## config.mk

```make
export PLATFORM = sky130hd
export DESIGN_NAME = key_search_controller_flat
export DESIGN_NICKNAME = d
export VERILOG_FILES = /design/src/rtl/key_search_controller_if.sv /design/src/rtl/key_search_controller.sv /design/src/flat_wrapper.sv
export SDC_FILE = /design/constraint.sdc
export NUM_CORES = 1
export LEC_CHECK = 0
export CAP_MARGIN = 10
export CORE_UTILIZATION = 52
export CTS_CLUSTER_SIZE = 25
export DETAILED_ROUTE_END_ITERATION = 10
export PLACE_DENSITY = 0.93
export SYNTH_ARGS = -nofsm -noshare
export SYNTH_HDL_FRONTEND = slang
export SYNTH_SLANG_ARGS = --single-unit
```

## constraint.sdc

```tcl
create_clock -name clk -period 3.6 [get_ports clk]
set_input_delay 0.54 -clock clk [delete_from_list [all_inputs] [get_ports clk]]
set_output_delay 0.54 -clock clk [all_outputs]
set_load 0.1 [all_outputs]
```

## src/rtl/key_search_controller_if.sv

```systemverilog
// Handshake and D-memory read-port bundle between key_search_controller (master)
// and the RC4 datapath (slave).
interface key_search_controller_if #(
  parameter int unsigned KEY_WIDTH = 10
);
  logic [KEY_WIDTH-1:0] input_key;
  logic                 datapath_start;
  logic                 datapath_done;
  logic                 datapath_done_ack;
  logic [4:0]           d_mem_rd_addr;
  logic [7:0]           d_mem_data_read;

  modport master (
    output input_key,
    output datapath_start,
    output datapath_done_ack,
    output d_mem_rd_addr,
    input  datapath_done,
    input  d_mem_data_read
  );

  modport slave (
    input  input_key,
    input  datapath_start,
    input  datapath_done_ack,
    input  d_mem_rd_addr,
    output datapath_done,
    output d_mem_data_read
  );
endinterface

```

## src/rtl/key_search_controller.sv

```systemverilog
// Brute-force RC4 key search: runs the datapath per key, scans decrypted D memory for
// lowercase/space plaintext. Optional macro KEY_SEARCH_EARLY_ABORT_EN ends a scan early.
module key_search_controller #(
  parameter int unsigned          KEY_WIDTH = 10,
  parameter int unsigned          MSG_LEN   = 32,
  parameter logic [KEY_WIDTH-1:0] KEY_START = '0,
  parameter logic [KEY_WIDTH-1:0] KEY_END   = '1
) (
  input  logic                           clk,
  input  logic                           reset,
  input  logic                           search_start,
  key_search_controller_if.master        dp,
  output logic                           search_busy,
  output logic                           key_found,
  output logic                           key_fail
);

  localparam logic [4:0] LastAddr = 5'(MSG_LEN - 1);
  localparam logic [5:0] LastCnt  = 6'(MSG_LEN);

  typedef enum logic [2:0] {
    StIdle,
    StStartDp,
    StWaitDp,
    StScan,
    StAckDp,
    StNextKey,
    StFound,
    StFail
  } state_e;

  state_e               state_q, state_d;
  logic [KEY_WIDTH-1:0] key_q, key_d;
  logic [4:0]           addr_q, addr_d;
  logic [5:0]           cnt_q, cnt_d;
  logic                 all_valid_q, all_valid_d;

  logic check_en, byte_ok, scan_last, scan_abort;
  logic dp_start, dp_ack;

  // Read data lags the address by one cycle, so scan cycle n checks byte n-1.
  assign check_en  = (state_q == StScan) && (cnt_q != 6'd0);
  assign byte_ok   = (dp.d_mem_data_read == 8'h20) ||
                     ((dp.d_mem_data_read >= 8'h61) && (dp.d_mem_data_read <= 8'h7a));
  assign scan_last = check_en && (cnt_q == LastCnt);

`ifdef KEY_SEARCH_EARLY_ABORT_EN
  assign scan_abort = check_en && !byte_ok;
`else
  assign scan_abort = 1'b0;
`endif

  always_ff @(posedge clk) begin
    if (reset) begin
      state_q <= StIdle;
    end else begin
      state_q <= state_d;
    end
  end

  always_comb begin
    state_d = state_q;
    unique case (state_q)
      StIdle, StFound, StFail: if (search_start) state_d = StStartDp;
      StStartDp:               state_d = StWaitDp;
      StWaitDp:                if (dp.datapath_done) state_d = StScan;
      StScan:                  if (scan_last || scan_abort) state_d = StAckDp;
      StAckDp: begin
        // Compare against KEY_END before incrementing so the key never wraps.
        if (all_valid_q)          state_d = StFound;
        else if (key_q == KEY_END) state_d = StFail;
        else                       state_d = StNextKey;
      end
      StNextKey:               state_d = StStartDp;
      default:                 state_d = StIdle;
    endcase
  end

  always_comb begin
    dp_start    = 1'b0;
    dp_ack      = 1'b0;
    search_busy = 1'b1;
    key_found   = 1'b0;
    key_fail    = 1'b0;
    unique case (state_q)
      StIdle:    search_busy = 1'b0;
      StFound: begin
        search_busy = 1'b0;
        key_found   = 1'b1;
      end
      StFail: begin
        search_busy = 1'b0;
        key_fail    = 1'b1;
      end
      StStartDp: dp_start = 1'b1;
      StAckDp:   dp_ack   = 1'b1;
      default: ;
    endcase
  end

  always_comb begin
    key_d       = key_q;
    addr_d      = 5'd0;
    cnt_d       = 6'd0;
    all_valid_d = all_valid_q;
    unique case (state_q)
      StIdle, StFound, StFail: if (search_start) key_d = KEY_START;
      StWaitDp:                all_valid_d = 1'b1;
      StScan: begin
        if (check_en) all_valid_d = all_valid_q & byte_ok;
        if (state_d == StScan) begin
          cnt_d  = cnt_q + 6'd1;
          addr_d = (addr_q == LastAddr) ? addr_q : addr_q + 5'd1;
        end
      end
      StNextKey:               key_d = key_q + KEY_WIDTH'(1);
      default: ;
    endcase
  end

  always_ff @(posedge clk) begin
    if (reset) begin
      key_q       <= KEY_START;
      addr_q      <= 5'd0;
      cnt_q       <= 6'd0;
      all_valid_q <= 1'b0;
    end else begin
      key_q       <= key_d;
      addr_q      <= addr_d;
      cnt_q       <= cnt_d;
      all_valid_q <= all_valid_d;
    end
  end

  assign dp.input_key         = key_q;
  assign dp.d_mem_rd_addr     = addr_q;
  assign dp.datapath_start    = dp_start;
  assign dp.datapath_done_ack = dp_ack;

endmodule
```

## src/flat_wrapper.sv

```systemverilog
// flat-port wrapper written by rule: the top's interface ports become plain ports
module key_search_controller_flat 
#(
  parameter int unsigned          KEY_WIDTH = 10,
  parameter int unsigned          MSG_LEN   = 32,
  parameter logic [KEY_WIDTH-1:0] KEY_START = '0,
  parameter logic [KEY_WIDTH-1:0] KEY_END   = '1
)
  (clk, reset, search_start, search_busy, key_found, key_fail, dp_input_key, dp_datapath_start, dp_datapath_done_ack, dp_d_mem_rd_addr, dp_datapath_done, dp_d_mem_data_read);
  key_search_controller_if #(.KEY_WIDTH(KEY_WIDTH)) dp_i ();
  input  logic clk;
  input  logic reset;
  input  logic search_start;
  output logic search_busy;
  output logic key_found;
  output logic key_fail;
  output wire logic [$bits(dp_i.input_key)-1:0] dp_input_key;
  output wire logic [$bits(dp_i.datapath_start)-1:0] dp_datapath_start;
  output wire logic [$bits(dp_i.datapath_done_ack)-1:0] dp_datapath_done_ack;
  output wire logic [$bits(dp_i.d_mem_rd_addr)-1:0] dp_d_mem_rd_addr;
  input wire logic [$bits(dp_i.datapath_done)-1:0] dp_datapath_done;
  input wire logic [$bits(dp_i.d_mem_data_read)-1:0] dp_d_mem_data_read;
  assign dp_input_key = dp_i.input_key;
  assign dp_datapath_start = dp_i.datapath_start;
  assign dp_datapath_done_ack = dp_i.datapath_done_ack;
  assign dp_d_mem_rd_addr = dp_i.d_mem_rd_addr;
  assign dp_i.datapath_done = dp_datapath_done;
  assign dp_i.d_mem_data_read = dp_d_mem_data_read;
  key_search_controller #(.KEY_WIDTH(KEY_WIDTH), .MSG_LEN(MSG_LEN), .KEY_START(KEY_START), .KEY_END(KEY_END)) u_core (.clk(clk), .reset(reset), .search_start(search_start), .dp(dp_i), .search_busy(search_busy), .key_found(key_found), .key_fail(key_fail));
endmodule
```

# After elaboration in Yosys (flattened, before gate mapping)
# Index checks and enable logic that the tools add are counted.
# word_totals
register_bits	25
# classes
order_cmp	2
n_mux	15
reduce_logical	12
add_sub_neg	3
bitwise_logic	3
eq_ne	14
# ops
cell	n
$pmux W10 S2	1
$pmux W3 S6	1
$eq A3 B3 Y1 const B	4
$mux W3	4
$add A10 B1 Y10 const B	1
$eq A10 B10 Y1 const B	1
$mux W10	1
$eq A3 B2 Y1 const B	3
$eq A8 B6 Y1 const B	1
$ge A8 B7 Y1 const B	1
$le A8 B7 Y1 const B	1
$add A6 B1 Y6 const B	1
$eq A6 B6 Y1 const B	1
$mux W1	6
$reduce_bool A6 Y1	1
$reduce_or A3 Y1	2
$add A5 B1 Y5 const B	1
$eq A5 B5 Y1 const B	1
$ne A2 B1 Y1 const B	2
$reduce_and A2 Y1	2
$reduce_bool A2 Y1	2
$eq A3 B1 Y1 const B	1
$logic_and A1 B1 Y1	3
$logic_not A3 Y1	1
other kinds (5)	6

# Depth between registers and ports, before layout
# Gate-level depths: netlist of the first run.
# depth
word_depth	8
depth_mapped	8
ltp_nobuf	7

# Worst setup path after synthesis of the first run
# Ideal clock, no wire load.
# synth_timing
path_type	register -> register
start	reg u_core.state_q[0]
end	reg u_core.key_q[2], in the netlist u_core.dp.input_key[2]
setup_ps	72
stages_incl_launch_ff	6
arrival_time_ps	2563
slack_ps	965
cell_sequence	dfxtp_1 -> clkbuf_1 -> nor3_1 -> nor2_1 -> o21bai_1 -> nor2_1
# synth_via
elab_chain_len	4
# synth_rtl
element	line_no	text
from (decl)	key_search_controller.sv:32	state_e state_q, state_d;
from (signal assigned)	key_search_controller.sv:55	state_q <= StIdle;
from (signal assigned)	key_search_controller.sv:57	state_q <= state_d;
$eq A3 B3 Y1 / $logic_not A3 Y1 (equally long branches)	key_search_controller.sv:106	unique case (state_q)
$reduce_or A3 Y1 (no source line)	--	
$ne A2 B1 Y1 (no source line) / $reduce_bool A2 Y1 (equally long branches)	--	
$reduce_and A2 Y1 (no source line)	--	
to (signal assigned)	key_search_controller.sv:128	key_q <= key_d;
to (decl)	key_search_controller.sv:33	logic [KEY_WIDTH-1:0] key_q, key_d;
# Several ways; a longest one is shown, not always the timed one.
# A chain may end at the register's enable or synchronous reset.

# Final worst setup path of the first run
# layout_timing
start	reg u_core.state_q[2]
end	out key_fail
# layout_via
elab_chain_len	2
# layout_rtl
element	line_no	text
$eq A3 B3 Y1	key_search_controller.sv:85	unique case (state_q)
$mux W1	key_search_controller.sv:85	
to (decl)	flat_wrapper.sv:16	output logic key_fail;
# Every way passes these cells.

==> flow_summary.yaml, run 1 <==
run_status:
  status: "completed"
die:
  start_util_pct: 57.6
  die_x_um: 52.7
  floorplan.die_area_sq_um: 2770
  core_sq_um: 2320
  ios: 32
  die_h_um: 52.7
  rows: 17
grt:
  grt_pass1_wl_mm: 4.55
  antenna_found_initial: 0
  grt_remaining_overflow: 0
  grt_pass1_vias: 1108
  grt_max_degree: 15
  track_usage_pct: 22.5
sta:
  worstMarginPinSlew_ns: 0.985
  period_needed_ns: 2.80
  fin_crit_sh_pct: 77.7
  drv_slew: 0
  maxClockFrequency_mhz: 358
  fin_ws_ns: 0.805
  hold_violations: 0
  setup_violations: 0
  relSlewSlack_pct: 34.2
  rsz0062_at_grt: "no"
  tns_ns: 0
  clock_skew_ns: 0.0130
  finalHoldWorstSlack_ns: 0.482
synth:
  async_flop_share_pct: 0
  syn_avg_cell_area_sq_um: 8.50
  ys_seq_elements: 25
  synth_edf_count: 0
  synth_top_family_by_area: "simple AND/OR/NAND/NOR gates"
  yosys-top-cells-area: "dfxtp_1 (37%), nor2_1 (7.9%), xor2_1 (7.2%)"
  muxShareOfSynthArea_pct: 2.25
  synthAdderAreaFrac_pct: 5.62
  synth-xor-area-share_pct: 10.5
  synth_top_area_share_pct: 37.5
  synth.most_common_cell: "nor2_1"
  netlist_instances: 157
  synthSimpleGateAreaFrac_pct: 30.1
  ys_types: 38
  synth_top_area_cell: "dfxtp_1"
  synth_ff_type: "dfxtp_1"
  ys_warn_count: 0
  syn_nets: 175
  synth_common_cells: "nor2_1 (28), dfxtp_1 (25), xor2_1 (11), nand3_1 (9), nand2_1 (8)"
  synth_compound_area_share_pct: 9.47
  syn_area_sq_um: 1340
  ys_seq_area_share_pct: 37.5
clock_tree:
  h-tree-depth: 1
  clk_pin_slew_worst_paths_ns: 0.13
  cts_setup_buffers: 0
  cts_num_sinks: 25
  cts_resized: 0
  ctsRootBufferMaster: "clkbuf_4"
  ctsHoldBuffers: 0
  cts_tree: "built"
  numCtsBuffers: 3
  cts.path.max_buffers: 2
  clock_latency_ns: 0.33
routing:
  route.detailed.wl_per_inst_um: 13.0
  drt-total-wl_mm: 2.78
  drtIter0Drc: 14
  via_per_inst: 5.56
  drc: 0
  ant_nets: 0
  via_count: 1190
  drt-pass1-iter-count: 4
layout:
  nets: 205
  diodes: 0
  syn_to_final_growth_pct: 24.6
  fin_util_pct: 71.7
  drive_above_1_share_pct: 5.91
setup_path:
  r2r_end: "u_core.dp.d_mem_rd_addr[4]$_SDFFE_PP0P_"
  cpMaxStageDelayCell: "clkdlybuf4s50_1"
  r2r_slack_ns: 1.57
  criticalPathCategory: "reg -> out"
  cp_cell_sequence: "and3_1, clkdlybuf4s50_1"
  startpoint_type: "register"
  r2r-start: "u_core.state_q[2]$_SDFF_PP0_"
  worstRegToRegCells: 6
  cp-end-kind: "output pin"
  cp_max_fo: 14
  required_ns: 3.06
  crit_path_max_incr_delay_ns: 1.13
  crit_arrival_ns: 2.26
placed_design:
  pre_cts_slack_ns: 1.18
  hpwl_mm: 2.15
  place_congestion: 0.827
  portBuffers: 31
pwr:
  power_switching_mw: 0.197
  comb_power_share_pct: 24.8
  power.leakage_nw: 0.653
  power.share.clock_pct: 22.6
  swShare_pct: 34.5
  p_int_mw: 0.374
  power-per-cell-area_nw_per_um2: 343
  peakVddDrop_v: 0.000354
  power_mw: 0.571
  p_seq_share_pct: 52.6
flow_run:
  drv_cap: 0
min_path:
  holdCritStartpoint: "u_core.cnt_q[0]$_SDFF_PP0_"
  min_path_cells: 1
  hold_end: "u_core.cnt_q[0]$_SDFF_PP0_"
  hold_path.class: "reg -> reg"
## layer usage
| layer | routed length, um | up-vias | global-route usage (%) |
|---|---|---|---|
| met2 | 1470 | 38 | 41.8 |
| met3 | 130 | 8 | 6.38 |
| met4 | 38 | 0 | 9.65 |
| li1 | - | 600 | - |
| met5 | 0 | - | 0 |
| met1 | 1140 | 544 | 23.0 |
## metrics by stage
step | cell area [sq um] | cells
2_1_floorplan | 1340 | 157
3_3_place_gp | 1640 | 210
3_5_place_dp | 1640 | 210
4_1_cts | 1660 | 214
5_1_grt | 1660 | 214
6_report | 1660 | 214
## how the worst max path moves through the flow
stage	startpoint	to	slack, ns	cells past startpoint
6_report	u_core.state_q[2]$_SDFF_PP0_	key_fail	0.80	2
5_1_grt	u_core.state_q[2]$_SDFF_PP0_	key_fail	0.70	2
4_1_cts	u_core.state_q[2]$_SDFF_PP0_	key_fail	0.80	2
3_5_place_dp	u_core.state_q[2]$_SDFF_PP0_	key_fail	1.18	2
3_3_place_gp	u_core.state_q[0]$_SDFF_PP0_	key_fail	1.22	2
2_1_floorplan	u_core.state_q[0]$_SDFF_PP0_	u_core.dp.input_key[2]$_SDFFE_PP0P_	0.97	5
## state kept, by name, summed over array words and instances (netlist names)
register / cells
u_core.dp.input_key: 10
u_core.dp.d_mem_rd_addr: 5
u_core.cnt_q: 6
u_core.state_q: 3
u_core.all_valid_q: 1
## cell type report
type | instances | area, sq um
Clock inverter | 1 | 5.00
Sequential cell | 25 | 500
Inverter | 7 | 26.3
Fill cell | 190 | 656
Multi-Input combinational cell | 119 | 773
Tap cell | 28 | 35.0
Clock buffer | 3 | 22.5
Timing Repair Buffer | 31 | 300
## power groups by stage
stage	logic, mW	clock network, mW	registers (mW)
after floorplan	0.116	0	0.297
after global placement	0.137	0	0.303
after detailed placement	0.141	0	0.306
after CTS	0.142	0.132	0.300
after global routing	0.153	0.144	0.301
final	0.142	0.129	0.300
## cells in the final DEF, fill, tap and decap left out, types with 3 or more instances in the layout
master and count:
and4_1 3, ha_1 6, xor2_1 11, inv_1 7, clkbuf_4 3, and3_1 6, nand3_1 9, clkdlybuf4s50_1 27
dfxtp_1 25, nor3_1 3, xnor2_1 5, a21oi_1 4, buf_4 4, nand4_1 3, nor2_1 28, mux2i_1 3
o21ai_0 6, nand2_1 8, nor2b_1 6
## kinds of logic after synthesis
family / count (synthesis)
AO/OA/AOI/OAI: 19
AND/OR/NAND/NOR: 75
flip-flops: 25
adder cells (fa/ha/maj): 6
multiplexers: 3
XOR/XNOR: 16
buffers and inverters: 13
## critical path: cells and delay by family, from the launching register on
family	cells	cell delay, ns
simple gates	1	0.21
flops	1	0.59
buf+inv	1	1.13
(Power assumes the default switching activity.)
==> run 2, diff against run 1 <==
--- a/config.mk
+++ b/config.mk
@@ -6,10 +6,10 @@
 export NUM_CORES = 1
 export LEC_CHECK = 0
 export CAP_MARGIN = 10
-export CORE_UTILIZATION = 52
+export CORE_UTILIZATION = 49
 export CTS_CLUSTER_SIZE = 25
 export DETAILED_ROUTE_END_ITERATION = 10
-export PLACE_DENSITY = 0.93
+export PLACE_DENSITY = 0.89
 export SYNTH_ARGS = -nofsm -noshare
 export SYNTH_HDL_FRONTEND = slang
 export SYNTH_SLANG_ARGS = --single-unit
==> constraint.sdc (replaced) <==
create_clock -name clk -period 2.8 [get_ports clk]
set_input_delay 0.42 -clock clk [delete_from_list [all_inputs] [get_ports clk]]
set_output_delay 0.42 -clock clk [all_outputs]
set_load 0.1 [all_outputs]
==> run 2 against run 1 <==
Setup slack got worse by 0.016 ns. First-iteration DRC count rose by 57%. Power rose by 28%. Clock skew fell by 0.0076 ns. Final area fell by 2.3%. Critical path depth rose by 4. Cell count rose by 0.93%. Die area rose by 5.9%. Flip-flop and latch count did not move. Global-route usage fell by 1.1 points. Critical endpoint is now u_core.cnt_q[3]$_SDFF_PP0_. Largest cell class unchanged.
==> flow_summary.yaml, run 2 (synthesis gave the netlist of run 1 again) <==
setup_path:
  r2r-start: "u_core.state_q[2]$_SDFF_PP0_"
  criticalPathCategory: "reg -> reg"
  crit_arrival_ns: 2.23
  crit_path_max_incr_delay_ns: 0.59
  startpoint_type: "register"
  cp-end-kind: "register"
  cp_max_fo: 14
  crit_family: "compound AO/OA/AOI/OAI gates"
  path_buf_inv: 1
  path_depth: 6
  r2r_slack_ns: 0.79
  worstRegToRegCells: 6
  r2r_end: "u_core.cnt_q[3]$_SDFF_PP0_"
  cp_cell_sequence: "ha_1, inv_1, a311oi_1, o22a_1, o21ai_2, nor2_1"
  required_ns: 3.02
  cpMaxStageDelayCell: "dfxtp_1"
routing:
  drtIter0Drc: 22
  drt-total-wl_mm: 2.77
  drc: 0
  ant_nets: 0
  via_count: 1200
  route.detailed.wl_per_inst_um: 12.8
  drt-pass1-iter-count: 4
  via_per_inst: 5.56
sta:
  clock_skew_ns: 0.00543
  period_needed_ns: 2.01
  setup_violations: 0
  fin_ws_ns: 0.789
  worstMarginPinSlew_ns: 0.617
  finalHoldWorstSlack_ns: 0.491
  hold_violations: 0
  drv_slew: 0
  tns_ns: 0
  maxClockFrequency_mhz: 497
  relSlewSlack_pct: 58.8
  fin_crit_sh_pct: 71.8
  rsz0062_at_grt: "no"
layout:
  syn_to_final_growth_pct: 21.6
  final_cell_mix: "nor2_1 (28), dfxtp_1 (25), buf_4 (20)"
  fin_area_sq_um: 1620
  final_common_cell: "nor2_1"
  nets: 205
  fin_util_pct: 64.4
  largest_reg_flops: 10
  drive_above_1_share_pct: 14.0
  nFillCells: 213
  stdcell_count: 216
  diodes: 0
die:
  die_x_um: 54.2
  die_h_um: 54.2
  ios: 32
  floorplan.die_area_sq_um: 2940
  rows: 18
  start_util_pct: 52.9
  core_sq_um: 2520
pwr:
  comb_power_share_pct: 24.8
  power.leakage_nw: 0.683
  power_mw: 0.730
  power-per-cell-area_nw_per_um2: 450
  p_int_mw: 0.483
  power.share.clock_pct: 22.5
  p_seq_share_pct: 52.7
  power_switching_mw: 0.247
  swShare_pct: 33.9
  peakVddDrop_v: 0.000369
grt:
  antenna_found_initial: 0
  grt_remaining_overflow: 0
  grt_pass1_wl_mm: 4.53
  track_usage_pct: 21.4
  grt_pass1_vias: 1090
  grt_max_degree: 15
min_path:
  hold_end: "u_core.cnt_q[0]$_SDFF_PP0_"
  holdCritStartpoint: "u_core.cnt_q[0]$_SDFF_PP0_"
  min_path_cells: 1
  hold_path.class: "reg -> reg"
clock_tree:
  cts_setup_buffers: 0
  cts_tree: "built"
  numCtsBuffers: 3
  h-tree-depth: 1
  ctsHoldBuffers: 0
  cts_num_sinks: 25
  cts.path.max_buffers: 2
  clock_latency_ns: 0.33
  cts_resized: 0
  ctsRootBufferMaster: "clkbuf_4"
  clk_pin_slew_worst_paths_ns: 0.13
placed_design:
  pre_cts_slack_ns: 0.651
  hpwl_mm: 2.11
  place_congestion: 0.757
  placedInstanceArea_sq_um: 1600
  dp.cells: 212
  portBuffers: 31
run_status:
  status: "completed"
flow_run:
  drv_cap: 0
-- run 2: cell count changes in the layout (fill, tap and decap cells not counted) --
cell and change:
buf_4 +16, clkdlybuf4s50_1 -16, clkbuf_1 +1, clkinv_2 -1
-- run 2: worst max-delay path by stage --
stage	start	endpoint	slack, ns
floorplan	u_core.state_q[0]$_SDFF_PP0_	u_core.dp.input_key[2]$_SDFFE_PP0P_	0.17
global placement	search_start	u_core.dp.input_key[3]$_SDFFE_PP0P_	0.69
detailed placement	search_start	u_core.dp.input_key[3]$_SDFFE_PP0P_	0.65
CTS	u_core.state_q[0]$_SDFF_PP0_	dp_datapath_start	0.81
global route	u_core.state_q[2]$_SDFF_PP0_	u_core.cnt_q[3]$_SDFF_PP0_	0.59
finish	u_core.state_q[2]$_SDFF_PP0_	u_core.cnt_q[3]$_SDFF_PP0_	0.79
-- run 2: cell type report --
cell class	instances	area, sq um	area share [%]
repair buffers	31	260	16.0
multi-input cells	119	773	47.6
flip-flops and latches	25	500	30.8
clock buffers	4	26.3	1.62
inverters	7	26.3	1.62
well taps	30	37.5	2.31
-- run 2: power by group through the flow --
stage                     combinational (mW)  sequential, mW  clock, mW
final                                  0.181           0.385      0.164
after CTS                              0.180           0.384      0.168
after detailed placement               0.179           0.392          0
after global routing                   0.197           0.388      0.183
after floorplan                        0.149           0.381          0
after global placement                 0.175           0.391          0
-- run 2: layer usage --
metal / up-vias / GRT usage, % / routed length [um]
met5: - / 0 / 0
met2: 32 / 38.6 / 1430
li1: 607 / - / -
met1: 554 / 23.4 / 1170
met4: 0 / 8.12 / 55
met3: 7 / 5.93 / 123
==> RTL change 1, RTL diff (settings of run 2) <==
`KEY_WIDTH` is set to 10 in 3 places; all go to 20.
--- a/src/rtl/key_search_controller_if.sv
+++ b/src/rtl/key_search_controller_if.sv
@@ -1,7 +1,7 @@
 // Handshake and D-memory read-port bundle between key_search_controller (master)
 // and the RC4 datapath (slave).
 interface key_search_controller_if #(
-  parameter int unsigned KEY_WIDTH = 10
+  parameter int unsigned KEY_WIDTH = 20
 );
   logic [KEY_WIDTH-1:0] input_key;
   logic                 datapath_start;
--- a/src/rtl/key_search_controller.sv
+++ b/src/rtl/key_search_controller.sv
@@ -1,7 +1,7 @@
 // Brute-force RC4 key search: runs the datapath per key, scans decrypted D memory for
 // lowercase/space plaintext. Optional macro KEY_SEARCH_EARLY_ABORT_EN ends a scan early.
 module key_search_controller #(
-  parameter int unsigned          KEY_WIDTH = 10,
+  parameter int unsigned          KEY_WIDTH = 20,
   parameter int unsigned          MSG_LEN   = 32,
   parameter logic [KEY_WIDTH-1:0] KEY_START = '0,
   parameter logic [KEY_WIDTH-1:0] KEY_END   = '1
--- a/src/flat_wrapper.sv
+++ b/src/flat_wrapper.sv
@@ -1,7 +1,7 @@
 // flat-port wrapper written by rule: the top's interface ports become plain ports
 module key_search_controller_flat 
 #(
-  parameter int unsigned          KEY_WIDTH = 10,
+  parameter int unsigned          KEY_WIDTH = 20,
   parameter int unsigned          MSG_LEN   = 32,
   parameter logic [KEY_WIDTH-1:0] KEY_START = '0,
   parameter logic [KEY_WIDTH-1:0] KEY_END   = '1
Interface: changed (resized dp_input_key); port bits go from 32 to 42. No check against the original RTL was run, so the function may have changed too.
==> RTL change 1 against run 2 <==
Non-clock buffer count grew 13. Worst setup slack worse by 190 ps. First-iteration DRC count rose to 4.7 times the old value. Largest cell class unchanged. Total power grew 92%. Fmax is 8.8% lower. Sequential power up 44%. Highest routed layer unchanged. Area after synthesis up 45%. Wire length is 49% higher. Final area up 48%. Sequential cell count is 10 higher.
==> RTL change 1: results (changes against run 2) <==
status: "finished clean"
powerDensity_mw_per_mm2: 584  # +30%
ys_seq_area_share_pct: 36.2  # -1.3 points
seq-power_w: 0.000556  # +44%
path_max_fanout: 19  # +5
pre_cts_slack_ps: 437  # -214 ps
grt_util_met3_pct: 6.16  # +0.23 points
clock_latency_ps: 290  # -40 ps
setup_ws_ps: 595  # -194 ps
synth-xor-area-share_pct: 4.98  # -5.5 points
htreeDepth: 2  # +1
dp.cells: 307  # +45%
grt_max_degree: 20  # +5
crit_arrival_ps: 2430  # +200 ps
synth_common_cells: "dfxtp_1 (35), a21oi_1 (21), nor2_1 (19)"
leakage_nw: 0.862  # +26%
fin_nets: 284  # +39%
ys_types: 50  # +32%
synth_compound_area_share_pct: 20.0  # +11 points
yosys.area_share.adder_pct: 3.88  # -1.7 points
clkPwrFrac_pct: 28.3  # +5.8 points
grt_pass1_wl_um: 7100  # +57%
drive_gt1_share_pct: 19.5  # +5.5 points
place.gp.congestion: 0.920  # +22%
largest_register_ffs: 20  # +10
numPortBuffers: 41  # +32%
synth_area_leaders: "dfxtp_1 (36%), a21oi_1 (5.4%), ha_1 (3.9%), nor2_1 (3.7%), or3_1 (3.6%)"
root_buffer: "clkbuf_8"
## RTL change 1: worst paths after layout
check,from,endpoint
hold / removal,u_core.cnt_q[0],u_core.cnt_q[0]
hold reg to reg,u_core.cnt_q[0],u_core.cnt_q[0]
setup reg to reg,u_core.state_q[2],u_core.dp.input_key[11]
setup / recovery,u_core.state_q[2],u_core.dp.input_key[11]
## RTL change 1: final cells by class
| type | instances | area (um2) |
|---|---|---|
| clock buffer | 6 | 82.6 |
| clock inverter | 2 | 16.3 |
| fill | 310 | 1310 |
| inverter | 8 | 30.0 |
| multi-input combinational | 172 | 1160 |
| sequential | 35 | 701 |
| tap | 48 | 60.1 |
| timing repair buffer | 44 | 358 |
## RTL change 1: layer usage
metal / vias up / routed length, um
met5: - / 0
met4: 0 / 55
met3: 7 / 246
met2: 65 / 2050
met1: 864 / 1780
li1: 922 / -
## RTL change 1: critical path: stages, from the launching register on
cell	delay, ps
dfxtp_1	700
ha_1	310
and4bb_2	320
o311ai_4	490
o21ai_0	170
a21oi_1	150
==> RTL change 2, RTL diff (settings of run 2) <==
Made on the original files. Re-encode `state_e` (8 states) as one-hot, 8 bits wide.
--- a/src/rtl/key_search_controller.sv
+++ b/src/rtl/key_search_controller.sv
@@ -18,15 +18,15 @@
   localparam logic [4:0] LastAddr = 5'(MSG_LEN - 1);
   localparam logic [5:0] LastCnt  = 6'(MSG_LEN);
 
-  typedef enum logic [2:0] {
-    StIdle,
-    StStartDp,
-    StWaitDp,
-    StScan,
-    StAckDp,
-    StNextKey,
-    StFound,
-    StFail
+  typedef enum logic [7:0] {
+    StIdle    = 8'b00000001,
+    StStartDp = 8'b00000010,
+    StWaitDp  = 8'b00000100,
+    StScan    = 8'b00001000,
+    StAckDp   = 8'b00010000,
+    StNextKey = 8'b00100000,
+    StFound   = 8'b01000000,
+    StFail    = 8'b10000000
   } state_e;
 
   state_e               state_q, state_d;
Check against the original RTL: same outputs for any inputs over 10 cycles, from zero or initial values and one cycle with reset high; not proved beyond that.
==> RTL change 2 against run 2 <==
Final cell count up 18%. Count of clock-buffer cells in the layout up 3. Register-to-register slack got worse by 60 ps. Clock skew increased by 4.3 ps. Total power grew 16%. Sequential cell count grew 5. Final area is 27% higher. Fmax shrank 14%. Non-clock buffer count increased by 2. Combinational power down 29%. Wire length up 20%. Worst setup slack lost 320 ps. Area after synthesis is 24% higher. Largest cell class unchanged. Highest routed layer unchanged.
==> RTL change 2: results (changes against run 2) <==
crit_arrival_ps: 1920  # -310 ps
synth-xor-area-share_pct: 7.92  # -2.6 points
dpl_cell_area_mm2: 0.00201  # +26%
pre_cts_slack_ps: 749  # +97.2 ps
fin_nets: 227  # +11%
wl_met1_um: 1520  # +30%
drt-total-wl_um: 3340  # +20%
path_max_fanout: 9  # -5
slowest_stage: "dfxtp_1"
synth.area.mux_share_pct: 1.89  # -0.36 points
place.gp.congestion: 0.791  # +4.5%
status: "finished clean"
htreeDepth: 2  # +1
clock_skew_ps: 9.74  # +4.31 ps
crit_family: "simple AND/OR/NAND/NOR gates"
fill_cells: 269  # +26%
synth_common_cells: "dfxtp_1 (30), nor2_1 (12), nand3_1 (11), xor2_1 (11)"
use_met1_pct: 23.9  # +0.55 points
max_stage_delay_ps: 370  # -220 ps
antenna_found_initial: 0  # unchanged
clkTransAtPathRegs_ps: 90  # -40 ps
vdd_ir_drop_max_mv: 0.228  # -38%
ys_types: 51  # +34%
grt.total_usage_pct: 21.3  # -0.15 points
drive_gt1_share_pct: 24.6  # +11 points
route.met3.wl_um: 112  # -8.9%
yosys.area_share.adder_pct: 3.77  # -1.8 points
routed.top_layer: "met4"
cts_inserted_buffers: 5  # +2
drtIter0Drc: 60  # +170%
grt_pass1_wl_um: 5530  # +22%
dr_wl_met2_um: 1630  # +14%
slew_violations: 0  # unchanged
ys_seq_area_share_pct: 36.2  # -1.3 points
dr_total_vias: 1353  # +13%
leakage_nw: 0.792  # +16%
dp_hpwl_um: 2510  # +19%
synth_compound_area_share_pct: 10.1  # +0.65 points
syn_nets: 192  # +9.7%
synth_area_leaders: "dfxtp_1 (36%), xor2_1 (5.8%), nor2_4 (5.4%), ha_1 (3.8%), nand3_1 (3.3%)"
grt_util_met3_pct: 8.01  # +2.1 points
==> RTL change 2: area by class of cell <==
class                      count  area, um2  area share [%]
multi-input combinational    133       1000            48.4
sequential                    30        601            29.1
timing repair buffer          33        325            15.7
clock buffer                   7       55.1            2.66
tap                           44       55.1            2.66
inverter                       7       26.3            1.27
clock inverter                 1       5.00           0.242
==> RTL change 2: cells by family after synthesis <==
group,Yosys count
simple gates,88
flops,30
fa+ha+maj,5
xor+xnor,15
mux,3
compound gates,22
buf+inv,12
==> RTL change 2: final timing paths <==
check / from / end / cells after the start / slack (ps)
worst max-delay path: u_core.state_q[2] / key_fail / 5 / 460
worst min-delay path: u_core.cnt_q[0] / u_core.cnt_q[0] / 1 / 490
worst max register to register: u_core.state_q[6] / u_core.dp.d_mem_rd_addr[0] / 4 / 730
worst min register to register: u_core.cnt_q[0] / u_core.cnt_q[0] / 1 / 490
==> RTL change 2: stage by stage <==
| stage | instances | hold slack (ps) | total power, W |
|---|---|---|---|
| 2_1_floorplan | 175 | 439 | 0.000534 |
| 3_3_place_gp | 247 | 456 | 0.000576 |
| 3_5_place_dp | 247 | 469 | 0.000579 |
| 4_1_cts | 255 | 490 | 0.000850 |
| 5_1_grt | 255 | 508 | 0.000880 |
| 6_report | 255 | 487 | 0.000847 |
==> RTL change 2: worst reg2reg max path, delay by kind of cell, from the launching register on <==
family | cells | cell delay (ps)
and+or+nand+nor | 4 | 1590
DFF | 1 | 420
==> RTL change 2: power breakdown <==
part / leakage, nW / switching [W] / internal, W
Clock: 0.0353 / 0.000156 / 0.000121
Sequential: 0.242 / 0.0000109 / 0.000431
Combinational: 0.515 / 0.0000790 / 0.0000490
